$ cat config.mk
export PLATFORM = sky130hd
export DESIGN_NAME = if_fetch_unit
export DESIGN_NICKNAME = d
export VERILOG_FILES = /design/src/rtl/if_fetch_unit_pkg.sv /design/src/rtl/if_fetch_unit_inst_queue.sv /design/src/rtl/if_fetch_unit.sv
export SDC_FILE = /design/constraint.sdc
export NUM_CORES = 2
export LEC_CHECK = 0
export ABC_AREA = 1
export BUFFER_PORTS_ARGS = -buffer_cell sky130_fd_sc_hd__buf_2
export CORE_UTILIZATION = 35
export CTS_CLUSTER_SIZE = 12
export DETAILED_ROUTE_END_ITERATION = 10
export HOLD_SLACK_MARGIN = 0.15
export MAX_ROUTING_LAYER = met4
export SETUP_SLACK_MARGIN = 0.3
export SLEW_MARGIN = 40
export SYNTH_ARGS = -nofsm -noshare
export SYNTH_HDL_FRONTEND = slang
export SYNTH_SLANG_ARGS = --single-unit
$ cat constraint.sdc
create_clock -name clk -period 9.3 [get_ports clk]
set_input_delay 1.395 -clock clk [delete_from_list [all_inputs] [get_ports clk]]
set_output_delay 1.395 -clock clk [all_outputs]
set_load 0.03 [all_outputs]
$ cat src/rtl/if_fetch_unit_pkg.sv
// Shared definitions for the instruction fetch stage: default widths, queue depth
// and the fetch FSM state encoding.
package if_fetch_unit_pkg;

    localparam int ADDR_W_DEF   = 32;
    localparam int INST_W_DEF   = 32;
    localparam int IQ_DEPTH_DEF = 16;

    // Queue entry layout, MSB first: {inst, pc, pred_taken, pred_npc}
    localparam int PRED_TAKEN_W = 1;

    typedef enum logic [1:0] {
        ST_IDLE = 2'd0,
        ST_WAIT = 2'd1,
        ST_DROP = 2'd2
    } fetch_state_e;

endpackage

$ cat src/rtl/if_fetch_unit_inst_queue.sv
// Instruction queue: synchronous FIFO with push, pop, clear and a combinational head.
// Pointers wrap naturally because DEPTH is a power of two.
module inst_queue #(
    parameter int DEPTH = 16,
    parameter int WIDTH = 97
) (
    input  logic                     clk,
    input  logic                     rst,
    input  logic                     clear,
    input  logic                     push,
    input  logic [WIDTH-1:0]         push_data,
    input  logic                     pop,
    output logic [WIDTH-1:0]         head_data,
    output logic [$clog2(DEPTH):0]   count,
    output logic                     valid
);

    localparam int PW = $clog2(DEPTH);
    localparam int CW = PW + 1;
    localparam logic [CW-1:0] FULL_CNT = CW'(DEPTH);

    logic [WIDTH-1:0] mem [DEPTH];
    logic [PW-1:0]    head;
    logic [PW-1:0]    tail;
    logic             pop_eff;
    logic             push_eff;

    assign pop_eff   = pop && (count != '0);
    assign push_eff  = push && ((count != FULL_CNT) || pop_eff);
    assign head_data = mem[head];
    assign valid     = (count != '0);

    always_ff @(posedge clk) begin
        if (rst) begin
            head  <= '0;
            tail  <= '0;
            count <= '0;
            for (int i = 0; i < DEPTH; i++) begin
                mem[i] <= '0;
            end
        end else if (clear) begin
            head  <= '0;
            tail  <= '0;
            count <= '0;
        end else begin
            if (push_eff) begin
                mem[tail] <= push_data;
                tail      <= tail + 1'b1;
            end
            if (pop_eff) begin
                head <= head + 1'b1;
            end
            case ({push_eff, pop_eff})
                2'b10:   count <= count + 1'b1;
                2'b01:   count <= count - 1'b1;
                default: count <= count;
            endcase
        end
    end

endmodule

$ cat src/rtl/if_fetch_unit.sv
// Instruction fetch stage: owns the fetch PC, issues one icache request at a time,
// tags returned instructions with PC and prediction, and buffers them for decode.
module if_fetch_unit
    import if_fetch_unit_pkg::*;
#(
    parameter int IQ_DEPTH = IQ_DEPTH_DEF,
    parameter int ADDR_W   = ADDR_W_DEF,
    parameter int INST_W   = INST_W_DEF
) (
    input  logic              clk,
    input  logic              rst,
    output logic [ADDR_W-1:0] bp_pc,
    input  logic [ADDR_W-1:0] bp_npc,
    input  logic              bp_taken,
    output logic              ic_req,
    output logic [ADDR_W-1:0] ic_addr,
    input  logic              ic_valid,
    input  logic [INST_W-1:0] ic_inst,
    output logic              iq_valid,
    output logic [INST_W-1:0] iq_inst,
    output logic [ADDR_W-1:0] iq_pc,
    output logic              iq_pred_taken,
    output logic [ADDR_W-1:0] iq_pred_npc,
    input  logic              iq_pop,
    input  logic              flush,
    input  logic [ADDR_W-1:0] flush_pc,
    output logic [1:0]        fsm_state
);

    localparam int EW = INST_W + 2 * ADDR_W + PRED_TAKEN_W;
    localparam int CW = $clog2(IQ_DEPTH) + 1;
    localparam logic [CW-1:0] DEPTH_CNT = CW'(IQ_DEPTH);

    fetch_state_e      state;
    fetch_state_e      state_nx;
    logic [ADDR_W-1:0] pc;
    logic [ADDR_W-1:0] pc_nx;
    logic              q_push;
    logic              q_clear;
    logic [EW-1:0]     q_head;
    logic [CW-1:0]     q_count;

    // Handshakes: ic_req stays high with ic_addr stable until the single-cycle ic_valid
    // answers it; an abandoned request is still answered and swallowed in DROP.
    // iq_valid/iq_pop: the head is consumed on any cycle where both are high.
    assign ic_req    = (state == ST_WAIT);
    assign ic_addr   = pc;
    assign bp_pc     = pc;
    assign fsm_state = state;
    assign {iq_inst, iq_pc, iq_pred_taken, iq_pred_npc} = q_head;

    always_ff @(posedge clk) begin
        if (rst) begin
            state <= ST_IDLE;
            pc    <= '0;
        end else begin
            state <= state_nx;
            pc    <= pc_nx;
        end
    end

    always_comb begin
        state_nx = state;
        pc_nx    = pc;
        q_push   = 1'b0;
        q_clear  = flush;
        if (flush) begin
            pc_nx = flush_pc;
        end
        case (state)
            ST_IDLE: begin
                // Issue only with a free slot, so the eventual push can never overflow.
                if (!flush && (q_count < DEPTH_CNT)) begin
                    state_nx = ST_WAIT;
                end
            end
            ST_WAIT: begin
                if (flush) begin
                    state_nx = ic_valid ? ST_IDLE : ST_DROP;
                end else if (ic_valid) begin
                    q_push   = 1'b1;
                    pc_nx    = bp_npc;
                    state_nx = ST_IDLE;
                end
            end
            ST_DROP: begin
                if (ic_valid) begin
                    state_nx = ST_IDLE;
                end
            end
            default: state_nx = ST_IDLE;
        endcase
    end

    inst_queue #(
        .DEPTH (IQ_DEPTH),
        .WIDTH (EW)
    ) u_inst_queue (
        .clk       (clk),
        .rst       (rst),
        .clear     (q_clear),
        .push      (q_push),
        .push_data ({ic_inst, pc, bp_taken, bp_npc}),
        .pop       (iq_pop && !flush),
        .head_data (q_head),
        .count     (q_count),
        .valid     (iq_valid)
    );

endmodule
After elaboration in Yosys (flattened, before gate mapping)
Memories as Yosys holds them, arrays and structs flattened. A register that Yosys moved wholly into a read port is not among the register bits.
Cells that the tools add are included.
{"block": "word_totals", "ff_bits": 47, "latchBits": 0, "ramBits": 1552, "rom_bits": 0, "input_bits": 102, "out_inout_bits": 165, "word_cells": 52, "memories": 1}
{"block": "op_classes", "n_addsub": 4, "n_mul": 0, "n_div": 0, "n_lt_le_gt_ge": 1, "n_eq_ne": 6, "shifts": 0, "mux": 24, "bitwise": 0, "n_reduce_logical": 11}
{"memory": "u_inst_queue.mem", "words": 16, "word_bits": 97, "read_ports": 1, "rd_clocked_by_memory_dff": 1, "wr": 16, "line": "if_fetch_unit_inst_queue.sv:22", "source": "logic [WIDTH-1:0] mem [DEPTH];"}
{"cell": "$mux W32", "n": 4}
{"cell": "$mux W97", "n": 1}
{"cell": "$reduce_or A97 Y1", "n": 1}
{"cell": "$mux W4", "n": 3}
{"cell": "$mux W1", "n": 10}
{"cell": "$pmux W5 S2", "n": 1}
{"cell": "$add A4 B1 Y4 const B", "n": 2}
{"cell": "$mux W2", "n": 4}
{"cell": "$pmux W2 S3", "n": 1}
{"cell": "$add A5 B1 Y5 const B", "n": 1}
{"cell": "$lt A5 B5 Y1 const B", "n": 1}
{"cell": "$ne A5 B5 Y1 const B", "n": 1}
{"cell": "$reduce_bool A5 Y1", "n": 1}
{"cell": "$sub A5 B1 Y5 const B", "n": 1}
{"cell": "$eq A2 B1 Y1 const B", "n": 2}
{"cell": "$eq A2 B2 Y1 const B", "n": 2}
{"cell": "$logic_and A1 B1 Y1", "n": 4}
{"cell": "$logic_not A2 Y1", "n": 1}
{"cell": "$ne A2 B2 Y1 const B", "n": 1}
{"cell": "$reduce_bool A2 Y1", "n": 1}
{"cell": "$reduce_or A2 Y1", "n": 1}
{"cell": "$logic_not A1 Y1", "n": 1}
{"cell": "$logic_or A1 B1 Y1", "n": 1}

Depth between registers and ports, before layout
{"block": "logic_depth", "word_depth": 11, "ltp_mapped": 15, "mapped_depth_nobuf": 15}

Hierarchy
Synthesis repeated with hierarchy kept, for this count alone.
{"block": "unflattened", "hier_cells": 7327, "hier_area_um2": 73342.8}
{"mod": "inst_queue", "instances": 1, "cells_each": 6939, "area_per_inst_um2": 71154.5, "seq_area_each_um2": 46945.0}
{"mod": "if_fetch_unit", "instances": 1, "cells_each": 388, "area_per_inst_um2": 2188.3, "seq_area_each_um2": 680.7}

Worst setup path after synthesis
OpenSTA, ideal clock, no wires.
{"block": "synth_path", "path_kind": "input-to-reg", "startpoint": "input port flush", "endpoint": "memory u_inst_queue.mem[7][0], enable pin", "setup_time_ns": 0.459, "arrival_ns": 4.718, "t_required_ns": 8.841, "setup_slack_ns": 4.123, "cell_stages": 11, "path_buffers": 2, "path_cell_list": "inv_2 -> nand2_1 -> nor2_4 -> inv_2 -> nor2_4 -> nand2_2 -> nor2_4 -> nand2_1 -> buf_2 -> buf_4 -> nand2_1"}
{"item": "from (decl)", "line": "if_fetch_unit.sv:25", "source": "input logic flush,"}
{"item": "to (decl)", "line": "if_fetch_unit_inst_queue.sv:22"}

==> impl_metrics.py <==
metrics = {
    "worst_setup_path": {
        "regToRegEndpoint": "u_inst_queue.mem[14][68]",
        "worstSetupStartpoint": "flush",
        "cp-start-kind": "input port",
        "required_ns": 9.73,
        "critPathKind": "input port to register",
        "r2r_start": "fsm_state[0]",
        "end_kind": "register",
        "crit_path_end": "u_inst_queue.mem[14][68]",
        "r2r_setup_slack_ns": 4.93,
        "cp_max_fo": 50,
        "reg2reg_depth": 11,
        "arrival_ns": 5.90,
    },
    "timing": {
        "maxSlewHeadroom_pct": 36.3,
        "setup_viol": 0,
        "max_freq_ghz": 0.183,
        "finalMaxSlewViolations": 0,
        "hold_ws_ns": 0.470,
        "tns_ns": 0,
        "period_minus_slack_ns": 5.46,
        "rsz0062_at_grt": "false",
        "finalClockSkew_ns": 0.0513,
        "tightest_slew_ns": 0.955,
        "final.period_utilization_pct": 58.7,
        "hold_viol_final": 0,
    },
    "clocking": {
        "holdBufCountCts": 0,
        "cts-root-buf": "clkbuf_16",
        "cts_made_buffers": 169,
        "cts-resized-gates": 0,
        "clock_path_buffers": 3,
        "post_cts_buffers": 0,
        "clock-sinks": 1603,
        "path_clk_slew_ns": 0.06,
        "clk_latency_ns": 0.82,
        "htreeDepth": 4,
        "cts_tree": "done",
    },
    "global_routing": {
        "grt_first_pass_wirelength_um": 321000,
        "grt_max_degree": 217,
        "grt_pass1_vias": 49200,
        "antenna_found_initial": 8,
        "grt_overflow": 0,
        "grt.total_usage_pct": 21.2,
    },
    "logic_synthesis": {
        "yosysWarnings": 0,
        "yosysSeqAreaShare_pct": 66.0,
        "synth_nets": 7224,
        "ys_ff_latch": 1603,
        "post_synth.cell_area_avg_um2": 10.1,
        "synth_cell_types": 28,
        "synth_area_um2": 72200,
        "synthCells": 7113,
    },
    "power_and_ir_drop": {
        "power.density_nw_per_um2": 191,
        "vdd_drop_max_uv": 201,
        "p_leak_nw": 30.0,
    },
    "drt": {
        "drt-wirelength-per-cell_um": 22.4,
        "ant_nets": 0,
        "via_per_inst": 5.23,
        "first_pass_iters": 6,
        "vias": 51400,
        "drc": 0,
        "drtIter0Drc": 5994,
        "drt_wl_total_um": 220000,
    },
    "cells_and_area": {
        "multi_input_area_um2": 18900,
        "final_nets": 7120,
        "syn_to_final_growth_pct": 12.1,
        "seq_area_um2": 47600,
        "layout_common_cells": "nor2_1 (1572), edfxtp_1 (1552), inv_1 (837)",
        "drive_above_1_share_pct": 8.70,
        "nFillCells": 19700,
        "final_common_cell": "nor2_1",
    },
    "placement": {
        "dp_hpwl_um": 126000,
        "port_buffers": 266,
        "routabilityCongestion": 0.821,
    },
    "hold_path": {
        "hold_class": "register to register",
    },
    "floorplanning": {
        "core_area_um2": 205000,
        "row_count": 166,
        "io_pins": 267,
        "die_height_um": 456,
        "die_x_um": 456,
        "dieArea_um2": 208000,
        "start_util_pct": 35.3,
    },
    "flow_run": {
        "maxCapViolations": 0,
    },
    "run_status": {
        "status": "completed",
    },
}
[worst min path at each step]
stage          slack (ns)                  from  cells after the start       end
6_report             0.47  u_inst_queue.head[2]                      2  register
5_1_grt              0.52  u_inst_queue.head[2]                      2  register
4_1_cts              0.48  u_inst_queue.head[2]                      2  register
3_5_place_dp         0.47  u_inst_queue.head[2]                      2  register
3_3_place_gp         0.47  u_inst_queue.head[2]                      2  register
2_1_floorplan        0.45  u_inst_queue.head[2]                      2  register
[registers in the layout (all words and copies together), names as in the netlist, named ones only]
signal / cells
fsm_state: 2
u_inst_queue.tail: 4
bp_pc: 32
u_inst_queue.head: 4
u_inst_queue.count: 5
u_inst_queue.mem: 1552
[Yosys cell counts]
library cell	count	share of area, %
inv_2	3	0.016
fa_1	1	0.028
o211ai_1	388	4.0
xor2_1	2	0.024
a21oi_1	398	2.8
buf_1	41	0.21
ha_1	8	0.14
dfxtp_1	51	1.4
o21ai_0	426	3.0
buf_6	2	0.031
nand2_4	1	0.016
inv_1	838	4.4
nand3_1	594	4.1
nand2_1	530	2.8
a2111oi_0	1	0.012
buf_2	106	0.73
nand2_2	14	0.12
nor2_4	6	0.094
xnor2_1	1	0.012
nor2_1	1573	8.2
a21boi_0	1	0.010
o2111a_1	1	0.016
edfxtp_1	1552	65
a221oi_1	32	0.39
buf_4	36	0.37
nand4_1	1	0.0087
clkinv_1	65	0.34
clkbuf_1	441	2.3
[through the flow]
| stage | worst slack (ns) | cell area, um2 | util (%) | cells | power, mW |
|---|---|---|---|---|---|
| floorplan | 4.12 | 72200 | - | 7113 | 8.87 |
| global placement | 2.58 | 75200 | 36.7 | 9504 | 9.21 |
| detailed placement | 2.78 | 75600 | 36.9 | 9518 | 9.23 |
| CTS | 3.65 | 80700 | 39.4 | 9809 | 15.5 |
| global route | 3.68 | 80900 | 39.5 | 9819 | 15.9 |
| finish | 3.84 | 80900 | 39.5 | 9822 | 15.5 |
[report_power, final]
group / internal [mW] / total, mW / switching (mW)
registers: 8.15 / 8.22 / 0.0770
logic: 0.147 / 0.850 / 0.703
clock network: 3.53 / 6.38 / 2.84
total: 11.8 / 15.5 / 3.62
[worst max-delay path: stages]
cell     delay (ns)
buf_2          0.18
inv_2          0.62
nand2_1        0.22
nor2_4         0.13
buf_4          0.49
inv_2          0.10
nor2_4         0.22
nand2_4        0.12
nor2_4         0.34
nand2_8        0.39
buf_16         0.36
nand2_4        0.56
buf_4          0.63
[kinds of logic after synthesis]
group                      after synthesis  share of synthesized area, %
and+or+nand+nor                       2719                          15.3
AOI/OAI and AO/OA                     1247                          10.2
buffers and inverters                 1532                          8.36
xor gates and xnor gates                 3                        0.0364
adders and majority gates                9                         0.166
DFF                                   1603                          66.0
[layer usage]
layer  share of wire [%]  GRT usage (%)  routed length [um]
met5                   0              -                   0
met4                 4.5           9.17                9810
met3                 7.0           2.92               15300
met2                  48           34.1              105000
met1                  41           26.8               90000
[final cells by class]
type,count,share of cell area (%)
Clock buffer,224,5.61
Timing Repair Buffer,351,3.12
Inverter,906,4.24
Clock inverter,67,0.652
Antenna cell,5,0.0155
Multi-Input combinational cell,3978,23.4
Tap cell,2688,4.15
Sequential cell,1603,58.9
Note: power is estimated with default switching activity, not from simulation.
